==> config.mk <==
export PLATFORM = sky130hd
export DESIGN_NAME = exception_unit_mi
export DESIGN_NICKNAME = d
export VERILOG_FILES = /design/src/rtl/exception_pkg.sv /design/src/rtl/exception_unit_mi_lane_decode.sv /design/src/rtl/exception_unit_mi.sv
export SDC_FILE = /design/constraint.sdc
export NUM_CORES = 1
export LEC_CHECK = 0
export ABC_AREA = 1
export CORE_UTILIZATION = 25
export CTS_CLUSTER_DIAMETER = 40
export DETAILED_ROUTE_END_ITERATION = 6
export GPL_TIMING_DRIVEN = 0
export PLACE_DENSITY = 0.56
export SKIP_CTS_REPAIR_TIMING = 1
export SLEW_MARGIN = 20
export SYNTH_ARGS = -nofsm -noshare
export SYNTH_HDL_FRONTEND = slang
export SYNTH_SLANG_ARGS = --single-unit
==> constraint.sdc <==
create_clock -name clk -period 3.1 [get_ports clk]
set_clock_uncertainty 0.05 [all_clocks]
set_input_delay 0.465 -clock clk [delete_from_list [all_inputs] [get_ports clk]]
set_output_delay 0.465 -clock clk [all_outputs]
set_load 0.005 [all_outputs]
==> src/rtl/exception_pkg.sv <==
`default_nettype none
// ============================================================================
// Module      : exception_pkg
// Description : Shared cause bit layout, exception codes, vector constants
//               and state encoding for the multi-issue exception resolver.
// Revision    : 1.0 - initial release
// ============================================================================
package exception_pkg;

  // Cause vector layout; a lower index means a higher priority.
  localparam int NUM_CAUSES    = 13;
  localparam int CAUSE_ADEL_IF = 0;
  localparam int CAUSE_TLBR_IF = 1;
  localparam int CAUSE_TLBI_IF = 2;
  localparam int CAUSE_CPU     = 3;
  localparam int CAUSE_RI      = 4;
  localparam int CAUSE_OV      = 5;
  localparam int CAUSE_BP      = 6;
  localparam int CAUSE_SYS     = 7;
  localparam int CAUSE_ADEL_D  = 8;
  localparam int CAUSE_ADES_D  = 9;
  localparam int CAUSE_TLBR_D  = 10;
  localparam int CAUSE_TLBI_D  = 11;
  localparam int CAUSE_MOD     = 12;

  typedef logic [4:0] exc_code_t;

  localparam exc_code_t CODE_INT  = 5'h00;
  localparam exc_code_t CODE_MOD  = 5'h01;
  localparam exc_code_t CODE_TLBL = 5'h02;
  localparam exc_code_t CODE_TLBS = 5'h03;
  localparam exc_code_t CODE_ADEL = 5'h04;
  localparam exc_code_t CODE_ADES = 5'h05;
  localparam exc_code_t CODE_SYS  = 5'h08;
  localparam exc_code_t CODE_BP   = 5'h09;
  localparam exc_code_t CODE_RI   = 5'h0A;
  localparam exc_code_t CODE_CPU  = 5'h0B;
  localparam exc_code_t CODE_OV   = 5'h0C;

  localparam logic [31:0] EXC_BASE_BEV0  = 32'h8000_0000;
  localparam logic [31:0] EXC_BASE_BEV1  = 32'hBFC0_0200;
  localparam logic [31:0] OFFSET_REFILL  = 32'h0000_0000;
  localparam logic [31:0] OFFSET_GENERAL = 32'h0000_0180;
  localparam logic [31:0] OFFSET_INT     = 32'h0000_0200;

  typedef enum logic [0:0] {
    IDLE     = 1'b0,
    REDIRECT = 1'b1
  } state_t;

  // ExcCode for a single cause bit; data-side TLB misses split on access type.
  function automatic exc_code_t cause_code(input int idx, input logic is_store);
    case (idx)
      CAUSE_ADEL_IF, CAUSE_ADEL_D:  return CODE_ADEL;
      CAUSE_TLBR_IF, CAUSE_TLBI_IF: return CODE_TLBL;
      CAUSE_CPU:                    return CODE_CPU;
      CAUSE_RI:                     return CODE_RI;
      CAUSE_OV:                     return CODE_OV;
      CAUSE_BP:                     return CODE_BP;
      CAUSE_SYS:                    return CODE_SYS;
      CAUSE_ADES_D:                 return CODE_ADES;
      CAUSE_TLBR_D, CAUSE_TLBI_D:   return is_store ? CODE_TLBS : CODE_TLBL;
      CAUSE_MOD:                    return CODE_MOD;
      default:                      return CODE_INT;
    endcase
  endfunction

  // Address errors and every TLB fault report the faulting address.
  function automatic logic cause_sets_badv(input int idx);
    case (idx)
      CAUSE_ADEL_IF, CAUSE_TLBR_IF, CAUSE_TLBI_IF,
      CAUSE_ADEL_D,  CAUSE_ADES_D,
      CAUSE_TLBR_D,  CAUSE_TLBI_D,  CAUSE_MOD: return 1'b1;
      default:                                 return 1'b0;
    endcase
  endfunction

endpackage
`default_nettype wire

==> src/rtl/exception_unit_mi_lane_decode.sv <==
`default_nettype none
// ============================================================================
// Module      : exc_lane_decode
// Description : Resolves one commit lane's cause vector to its highest
//               priority exception: code, refill flag and BadVAddr enable.
// Revision    : 1.0 - initial release
// ============================================================================
module exc_lane_decode
  import exception_pkg::*;
(
  input  logic                  i_valid,
  input  logic [NUM_CAUSES-1:0] i_cause,
  input  logic                  i_is_store,
  output logic                  o_exc,
  output exc_code_t             o_code,
  output logic                  o_refill,
  output logic                  o_badv_we
);

  assign o_exc = i_valid & (|i_cause);

  // Scan from the lowest priority upward so the lowest set bit wins.
  always_comb begin
    o_code    = CODE_INT;
    o_refill  = 1'b0;
    o_badv_we = 1'b0;
    for (int i = NUM_CAUSES - 1; i >= 0; i--) begin
      if (i_cause[i]) begin
        o_code    = cause_code(i, i_is_store);
        o_refill  = (i == CAUSE_TLBR_IF) || (i == CAUSE_TLBR_D);
        o_badv_we = cause_sets_badv(i);
      end
    end
  end

endmodule
`default_nettype wire

==> src/rtl/exception_unit_mi.sv <==
`default_nettype none
// ============================================================================
// Module      : exception_unit_mi
// Description : Multi-issue exception resolver. Picks the oldest excepting
//               (or ERET) lane, pulses flush/CP0 update, then holds a
//               registered fetch redirect until it is accepted.
// Revision    : 1.0 - initial release
// ============================================================================
module exception_unit_mi
  import exception_pkg::*;
#(
  parameter int ISSUE_WIDTH = 2,
  parameter int NUM_HW_INT  = 6,   // at most 6 (Cause.IP[7:2])
  parameter int SYNC_INT    = 1
)(
  input  logic                             clk,
  input  logic                             resetn,
  input  logic [ISSUE_WIDTH-1:0]           lane_valid,
  input  logic [ISSUE_WIDTH*NUM_CAUSES-1:0] lane_cause,
  input  logic [ISSUE_WIDTH*32-1:0]        lane_pc,
  input  logic [ISSUE_WIDTH-1:0]           lane_bd,
  input  logic [ISSUE_WIDTH*32-1:0]        lane_badvaddr,
  input  logic [ISSUE_WIDTH-1:0]           lane_is_store,
  input  logic [ISSUE_WIDTH-1:0]           lane_is_eret,
  input  logic [NUM_HW_INT-1:0]            hw_int,
  input  logic                             cp0_ie,
  input  logic                             cp0_exl,
  input  logic                             cp0_erl,
  input  logic                             cp0_bev,
  input  logic                             cause_iv,
  input  logic [7:0]                       cp0_im,
  input  logic [1:0]                       cause_ip_sw,
  input  logic [31:0]                      cp0_epc,
  output logic [7:0]                       ip_pending,
  output logic [ISSUE_WIDTH-1:0]           commit_mask,
  output logic                             flush,
  output logic                             stall,
  output logic                             exc_we,
  output logic [4:0]                       exc_code,
  output logic [31:0]                      exc_epc,
  output logic                             exc_bd,
  output logic                             exc_badvaddr_we,
  output logic [31:0]                      exc_badvaddr,
  output logic                             eret_we,
  output logic                             redirect_valid,
  output logic [31:0]                      redirect_pc,
  input  logic                             redirect_ready
);

  state_t                 r_state;
  logic                   r_redirect_valid;
  logic [31:0]            r_redirect_pc;

  logic [NUM_HW_INT-1:0]  w_hw_sync;
  logic [5:0]             w_hw_ext;
  logic                   w_int_req;

  logic                   w_exc     [ISSUE_WIDTH];
  exc_code_t              w_code    [ISSUE_WIDTH];
  logic                   w_refill  [ISSUE_WIDTH];
  logic                   w_badv_we [ISSUE_WIDTH];

  logic                   w_hit;
  logic                   w_sel_exc;
  logic                   w_sel_eret;
  exc_code_t              w_sel_code;
  logic                   w_sel_refill;
  logic                   w_sel_badv_we;
  logic                   w_sel_bd;
  logic [31:0]            w_sel_pc;
  logic [31:0]            w_sel_badv;
  logic [ISSUE_WIDTH-1:0] w_keep;
  logic [31:0]            w_base;
  logic [31:0]            w_offset;
  logic [31:0]            w_target;
  logic                   w_active;

  generate
    if (SYNC_INT != 0) begin : g_sync
      logic [NUM_HW_INT-1:0] r_meta;
      logic [NUM_HW_INT-1:0] r_sync;
      // Two-flop synchronizer for the asynchronous interrupt levels.
      always_ff @(posedge clk) begin
        if (!resetn) begin
          r_meta <= '0;
          r_sync <= '0;
        end else begin
          r_meta <= hw_int;
          r_sync <= r_meta;
        end
      end
      assign w_hw_sync = r_sync;
    end else begin : g_nosync
      assign w_hw_sync = hw_int;
    end
  endgenerate

  // Map hardware lines onto IP[7:2], unused upper lines read as zero.
  always_comb begin
    w_hw_ext                 = '0;
    w_hw_ext[NUM_HW_INT-1:0] = w_hw_sync;
  end

  assign ip_pending = {w_hw_ext, cause_ip_sw};
  assign w_int_req  = (|(ip_pending & cp0_im)) & cp0_ie & ~cp0_exl & ~cp0_erl;

  generate
    for (genvar k = 0; k < ISSUE_WIDTH; k++) begin : g_lane
      exc_lane_decode u_dec (
        .i_valid    (lane_valid[k]),
        .i_cause    (lane_cause[k*NUM_CAUSES +: NUM_CAUSES]),
        .i_is_store (lane_is_store[k]),
        .o_exc      (w_exc[k]),
        .o_code     (w_code[k]),
        .o_refill   (w_refill[k]),
        .o_badv_we  (w_badv_we[k])
      );
    end
  endgenerate

  // Oldest event lane wins. A pending interrupt makes the lowest valid lane
  // an event; any older lane is invalid, so the same scan covers it.
  always_comb begin
    w_hit         = 1'b0;
    w_sel_exc     = 1'b0;
    w_sel_eret    = 1'b0;
    w_sel_code    = CODE_INT;
    w_sel_refill  = 1'b0;
    w_sel_badv_we = 1'b0;
    w_sel_bd      = 1'b0;
    w_sel_pc      = '0;
    w_sel_badv    = '0;
    w_keep        = '0;
    for (int k = ISSUE_WIDTH - 1; k >= 0; k--) begin
      if (lane_valid[k] && (w_exc[k] || lane_is_eret[k] || w_int_req)) begin
        w_hit         = 1'b1;
        w_sel_exc     = w_int_req || w_exc[k];
        w_sel_eret    = !w_int_req && !w_exc[k];
        w_sel_code    = w_int_req ? CODE_INT : w_code[k];
        w_sel_refill  = !w_int_req && w_refill[k];
        w_sel_badv_we = !w_int_req && w_badv_we[k];
        w_sel_bd      = lane_bd[k];
        w_sel_pc      = lane_pc[k*32 +: 32];
        // Instruction-fetch causes occupy the top three priorities.
        w_sel_badv    = (|lane_cause[k*NUM_CAUSES +: 3]) ? lane_pc[k*32 +: 32]
                                                         : lane_badvaddr[k*32 +: 32];
        for (int j = 0; j < ISSUE_WIDTH; j++) begin
          w_keep[j] = lane_valid[j] && (j < k);
        end
      end
    end
  end

  // Exception vector, or the saved EPC for ERET.
  always_comb begin
    w_base = cp0_bev ? EXC_BASE_BEV1 : EXC_BASE_BEV0;
    if ((w_sel_code == CODE_INT) && w_sel_exc && cause_iv) begin
      w_offset = OFFSET_INT;
    end else if (w_sel_refill && !cp0_exl) begin
      w_offset = OFFSET_REFILL;
    end else begin
      w_offset = OFFSET_GENERAL;
    end
    w_target = w_sel_eret ? cp0_epc : (w_base + w_offset);
  end

  assign w_active = resetn && (r_state == IDLE) && w_hit;

  // Same-cycle event outputs; nothing commits while reset or redirecting.
  always_comb begin
    if (!resetn || (r_state == REDIRECT)) begin
      commit_mask = '0;
    end else if (w_hit) begin
      commit_mask = w_keep;
    end else begin
      commit_mask = lane_valid;
    end
  end

  assign flush           = w_active;
  assign stall           = resetn && (r_state == REDIRECT);
  assign exc_we          = w_active && w_sel_exc;
  assign eret_we         = w_active && w_sel_eret;
  assign exc_code        = w_sel_code;
  assign exc_epc         = w_sel_bd ? (w_sel_pc - 32'd4) : w_sel_pc;
  assign exc_bd          = w_sel_bd;
  assign exc_badvaddr_we = w_active && w_sel_badv_we;
  assign exc_badvaddr    = w_sel_badv;
  assign redirect_valid  = r_redirect_valid;
  assign redirect_pc     = r_redirect_pc;

  // Redirect FSM: capture the target on an event, hold until fetch accepts.
  always_ff @(posedge clk) begin
    if (!resetn) begin
      r_state          <= IDLE;
      r_redirect_valid <= 1'b0;
      r_redirect_pc    <= '0;
    end else begin
      case (r_state)
        IDLE: begin
          if (w_hit) begin
            r_redirect_pc    <= w_target;
            r_redirect_valid <= 1'b1;
            r_state          <= REDIRECT;
          end
        end
        REDIRECT: begin
          if (redirect_ready) begin
            r_redirect_valid <= 1'b0;
            r_state          <= IDLE;
          end
        end
        default: begin
          r_redirect_valid <= 1'b0;
          r_state          <= IDLE;
        end
      endcase
    end
  end

endmodule
`default_nettype wire
# Word level (Yosys, flattened, before mapping)
# Index checks and enable logic that the tools add are counted.
[classes]
addsub = 2
n_mul = 0
div = 0
magnitude_cmp = 0
eq_ne = 2
n_shift = 0
mux = 113
n_bitwise = 9
n_reduce_logical = 37
[ops]
columns = ["operator", "n"]
rows = [
  ["two-way mux 32 bit", 8],
  ["two-way mux 5 bit", 28],
  ["two-way mux 1 bit", 69],
  ["adder 32 bit", 1],
  ["subtractor 32 x 3 -> 32 bit, second input constant", 1],
  ["two-way mux 30 bit", 1],
  ["OR reduction 13 bit", 2],
  ["logical AND 1 bit", 17],
  ["two-way mux 10 bit", 1],
  ["two-way mux 9 bit", 1],
  ["bitwise AND 8 bit", 1],
  ["OR reduction 8 bit", 1],
  ["logical OR 1 bit", 7],
  ["two-way mux 2 bit", 3],
  ["OR reduction 3 bit", 2],
  ["bitwise AND 1 bit", 5],
  ["zero test 1 bit", 5],
  ["zero test 5 bit", 1],
  ["!= test 2 bit, second input constant", 2],
  ["case mux 1 bit (2 select lines)", 2],
  ["AND reduction 2 bit", 2],
  ["NOT 1 bit", 3],
]
[totals]
register_bits = 46
latchBits = 0
ram_bits = 0
rom_bits = 0
inputBits = 218
output_inout_bits = 118
word_cells = 168
memories = 0

# Depth between registers and ports, before layout
[logic_depth]
word_depth = 22
mapped_depth = 20
ltp_nobuf = 19

# Modules after synthesis
# Synthesis repeated with hierarchy kept, for this count alone.
[unflattened]
hier_cells = 854
hier_area_um2 = 5077.4
[modules_own_cells]
columns = ["mod", "instances", "cells_each", "area_each_um2", "seq_area_each_um2"]
rows = [
  ["exception_unit_mi", 1, 770, 4647.0, 920.9],
  ["exc_lane_decode", 2, 42, 215.2, 0.0],
]

# Worst setup path before layout
# No wires, ideal clock.
[synth_timing]
path_kind = "input to output"
start = "input port lane_cause[11]"
end = "output port exc_epc[30]"
arrival_time_ns = 2.392
t_required_ns = 2.585
setup_slack_ns = 0.193
cell_stages = 19
path_buffers = 1
cell_sequence = "nor2_2 > nand2_1 > nor2_2 > nand2_1 > nand2_2 > nand3_4 > nand2_8 > buf_8 > nor2_1 > nor2_2 > ha_1 > inv_1 > a21oi_4 > nand3_4 > nor2_4 > nand2_2 > nor2_1 > nand3_1 > nand2_1"
[synth_between]
elab_chain_cells = 8
word_cells_on_any_way = 9
cone_classes = "1 x add/sub; 3 x mux; 1 x bitwise; 4 x reduce/logical"
[synth_rtl]
columns = ["item", "line_no", "text"]
rows = [
  ["from (decl)", "exception_unit_mi.sv:19", "input logic [ISSUE_WIDTH*NUM_CAUSES-1:0] lane_cause,"],
  ["OR reduction 13 bit *", "exception_unit_mi_lane_decode.sv:20", "assign o_exc = i_valid & (|i_cause);"],
  ["bitwise AND 1 bit *", "exception_unit_mi_lane_decode.sv:20", ""],
  ["logical OR 1 bit * (2 in a row)", "exception_unit_mi.sv:135", "if (lane_valid[k] && (w_exc[k] || lane_is_eret[k] || w_int_req)) begin"],
  ["logical AND 1 bit *", "exception_unit_mi.sv:135", ""],
  ["two-way mux 32 bit", "exception_unit_mi.sv:135", ""],
  ["subtractor 32 x 3 -> 32 bit", "exception_unit_mi.sv:185", "assign exc_epc = w_sel_bd ? (w_sel_pc - 32'd4) : w_sel_pc;"],
  ["two-way mux 32 bit *", "exception_unit_mi.sv:185", ""],
  ["to (decl)", "exception_unit_mi.sv:40", "output logic [31:0] exc_epc,"],
]
# Mark *: on every way between the ends. The rest lies on a longest branch, timed or not.

# Worst setup path after layout
[layout_timing]
start = "input port lane_cause[10]"
end = "output port exc_epc[30]"
# The elaborated chain is that of the path after synthesis.

==> out/qor.csv <==
stage,metric,value,unit
timing,fin_crit,3.422,ns
yosys,ys_seq_area_frac,0.1733,
yosys,ys_types,50,
clock_network,htreeDepth,2,
cells_and_area,final_cell_mix,"224 x clkdlybuf4s50_1, 186 x nand2_1, 107 x inv_1, 102 x nor2_1, 78 x dlymetal6s2s_1",
power_and_ir_drop,pwr-share-comb,0.559,
placement,hpwl,23010,um
detailed_routing,routedWlPerCell,18.18,um
clock_network,cts.sinks,46,
detailed_routing,num_vias,7540,
placement,place.gp.congestion,0.9263,
floorplanning,start_util,0.2585,
clock_network,path_clk_slew,0.06,ns
hold_path,min_from,g_sync.r_meta[2]$_SDFF_PN0_,
cells_and_area,nNetsFinal,1525,
timing,rsz0062_at_grt,yes,
clock_network,cts_root_buf,clkbuf_16,
global_routing,grt_max_degree,15,
yosys,synth.yosys.warnings,0,
outcome,status,"complete, but fails checks",
worst_setup_path,r2r-end,redirect_pc[9]$_SDFFE_PN0P_,
yosys,synth_top_area_cell,dfxtp_1,
worst_setup_path,startpoint_type,input pin,
global_routing,grt_pass1_vias,7105,
floorplanning,die_area,0.02185,sq mm
power_and_ir_drop,p_clk_frac,0.208,
worst_setup_path,crit_type,input pin to output port,
cells_and_area,regArea,924.6,sq um
worst_setup_path,regToRegSetupSlack,0.29,ns
power_and_ir_drop,power_frac_seq,0.232,
placement,numPortBuffers,333,
yosys,synth-edff-count,0,
cells_and_area,final_common_cell,clkdlybuf4s50_1,
worst_setup_path,critPathRequiredTime,2.58,ns
worst_setup_path,timing.rr.start,g_sync.r_sync[2]$_SDFF_PN0_,
yosys,yosysTopAreaCellShare,0.1733,
power_and_ir_drop,p_total,2925,uW
clock_network,cts_tree,yes,
worst_setup_path,arrival,2.91,ns
floorplanning,num_io_pins,336,
cells_and_area,final_area,0.01070,sq mm
clock_network,cts_buffers,5,
global_routing,grt_pass1_wl,40320,um
yosys,ys_top_cells_by_area,"dfxtp_1 17%, nand2_1 17%, nor2_1 9.5%, inv_1 7.9%, nand3_1 4.5%",
timing,worst_pin_slew,0.5484,ns
power_and_ir_drop,p_sw,1070,uW
timing,fmax,0.2922,GHz
clock_network,clk_latency,0.29,ns
outcome,violations,negative setup slack,
timing,setup_viol,22,
yosys,synth_nets,1129,
power_and_ir_drop,ir_drop,0.0002895,V
power_and_ir_drop,p_leak,0.005589,uW
yosys,syn_inst,909,
yosys,synth_ff_type,dfxtp_1,
global_routing,track_usage,0.2412,
timing,period_share,1.104,
floorplanning,core,0.02056,sq mm
timing,slew_viol_final,0,
worst_setup_path,critPathMaxFanout,6,
yosys,syn_avg_cell_area,5.847,sq um
hold_path,hold_class,register to register,
cells_and_area,drive_gt1_frac,0.2619,
global_routing,antenna_found_initial,3,
yosys,synth_seq_cells,46,
yosys,async_flop_share,0,
yosys,netlist_area,0.005315,sq mm
detailed_routing,drtPass1Iterations,5,
detailed_routing,wirelength,28720,um
floorplanning,rows,52,
worst_setup_path,crit_start,lane_cause[10],
clock_network,clockBufferDepth,2,
cells_and_area,areaGrowthSynthToFinish,101.3,%
timing,final.setup.worst_slack,-0.3217,ns
detailed_routing,via_per_inst,4.772,
power_and_ir_drop,p_per_area,273.4,mW/mm^2
worst_setup_path,end_kind,output port,
cells_and_area,multiInputGateArea,0.004486,sq mm
placement,placed_cell_area,0.008986,sq mm
timing,relSlewSlack,0.6338,
floorplanning,die_w,147.8,um
cells_and_area,n_fill_cell,2086,
global_routing,grt-ovfl-total,0,
worst_setup_path,crit_end,exc_epc[30],
power_and_ir_drop,p_sw_frac,0.3657,
power_and_ir_drop,power.internal,1855,uW
job,max-cap-violations,0,
detailed_routing,ant_nets,0,
floorplanning,die_h,147.8,um
detailed_routing,drt-initial-drc-count,278,
timing,finalHoldViolations,0,
detailed_routing,drcViolationCount,0,
worst_setup_path,rr_worst_depth,22,
## per-layer routing
metal / vias up / GRT usage / wire [um]
met3: 39 / 0.05895 / 2434
met5: - / 0 / 0
met4: 0 / 0.08814 / 698
li1: 3762 / - / -
met2: 294 / 0.4351 / 14490
met1: 3445 / 0.2731 / 11100
## power by group through the flow
stage | logic (uW) | clock network, uW | registers (uW)
2_1_floorplan | 592 | 0 | 693
3_3_place_gp | 1410 | 0 | 690
3_5_place_dp | 1410 | 0 | 689
4_1_cts | 1410 | 630 | 679
5_1_grt | 1760 | 651 | 686
6_report | 1640 | 610 | 680
## area by class of cell
class	count	share of cell area
buffer	54	0.03859
clock inverter	2	0.003508
timing repair buffer	389	0.3656
sequential	46	0.08642
antenna	4	0.0009356
multi-input combinational	691	0.4192
inverter	118	0.04210
clock buffer	6	0.01205
tap	270	0.03158
## Yosys cell counts, types with 15 or more instances
library cell / n
inv_1: 112
nand2_2: 15
dfxtp_1: 46
o21ai_0: 35
clkbuf_1: 25
nor2_1: 135
o211ai_1: 27
nand3_1: 48
nor2_2: 15
o41ai_1: 25
nand2_1: 237
a21oi_1: 33
## metrics by stage
step	setup TNS [ns]	cells	hold WS, ns	setup WS, ns	util
CTS	-69.59	1520	0.3652	-1.273	0.4452
global route	-7.313	1579	0.3740	-0.4870	0.5203
floorplan	0	909	0.3405	0.1934	-
global placement	-70.17	1512	0.3449	-1.259	0.4371
finish	-3.291	1580	0.3584	-0.3217	0.5204
detailed placement	-70.69	1512	0.3483	-1.271	0.4371
## cells by family after synthesis
kind of cell	count (synthesis)	synth area share
AO/OA/AOI/OAI	161	0.2079
XOR/XNOR	19	0.03131
adder cells (fa/ha/maj)	2	0.004707
buffers and inverters	172	0.1419
flip-flops	46	0.1733
other	1	0.0007055
AND/OR/NAND/NOR	508	0.4402
## worst max-delay path, cell delays in order
cell	delay, ns
buf_6	0.10
nor2_4	0.13
nand2_2	0.09
nor2_4	0.13
nand2_2	0.07
nand2_2	0.09
nand3_4	0.12
nand2_8	0.13
buf_6	0.12
nor2_4	0.03
nor2_4	0.16
ha_4	0.17
inv_2	0.04
a21oi_4	0.15
nand3_4	0.13
buf_6	0.15
nor2_4	0.14
nand2_2	0.09
nor2_1	0.11
nand3_1	0.07
nand2_1	0.07
buf_2	0.12
## how the worst min path moves through the flow
stage                     slack (ns)  cells past startpoint                     endpoint
after floorplan                 0.34                      2  g_sync.r_sync[0]$_SDFF_PN0_
after global placement          0.34                      2  g_sync.r_sync[3]$_SDFF_PN0_
after detailed placement        0.35                      2  g_sync.r_sync[5]$_SDFF_PN0_
after CTS                       0.37                      2  g_sync.r_sync[2]$_SDFF_PN0_
after global routing            0.37                      2  g_sync.r_sync[2]$_SDFF_PN0_
final                           0.36                      2  g_sync.r_sync[2]$_SDFF_PN0_
## flip-flops by register name, indices dropped and copies added (netlist names)
signal          flops
redirect_valid      1
g_sync.r_sync       6
g_sync.r_meta       6
r_state             1
redirect_pc        32
(Power assumes the default switching activity.)
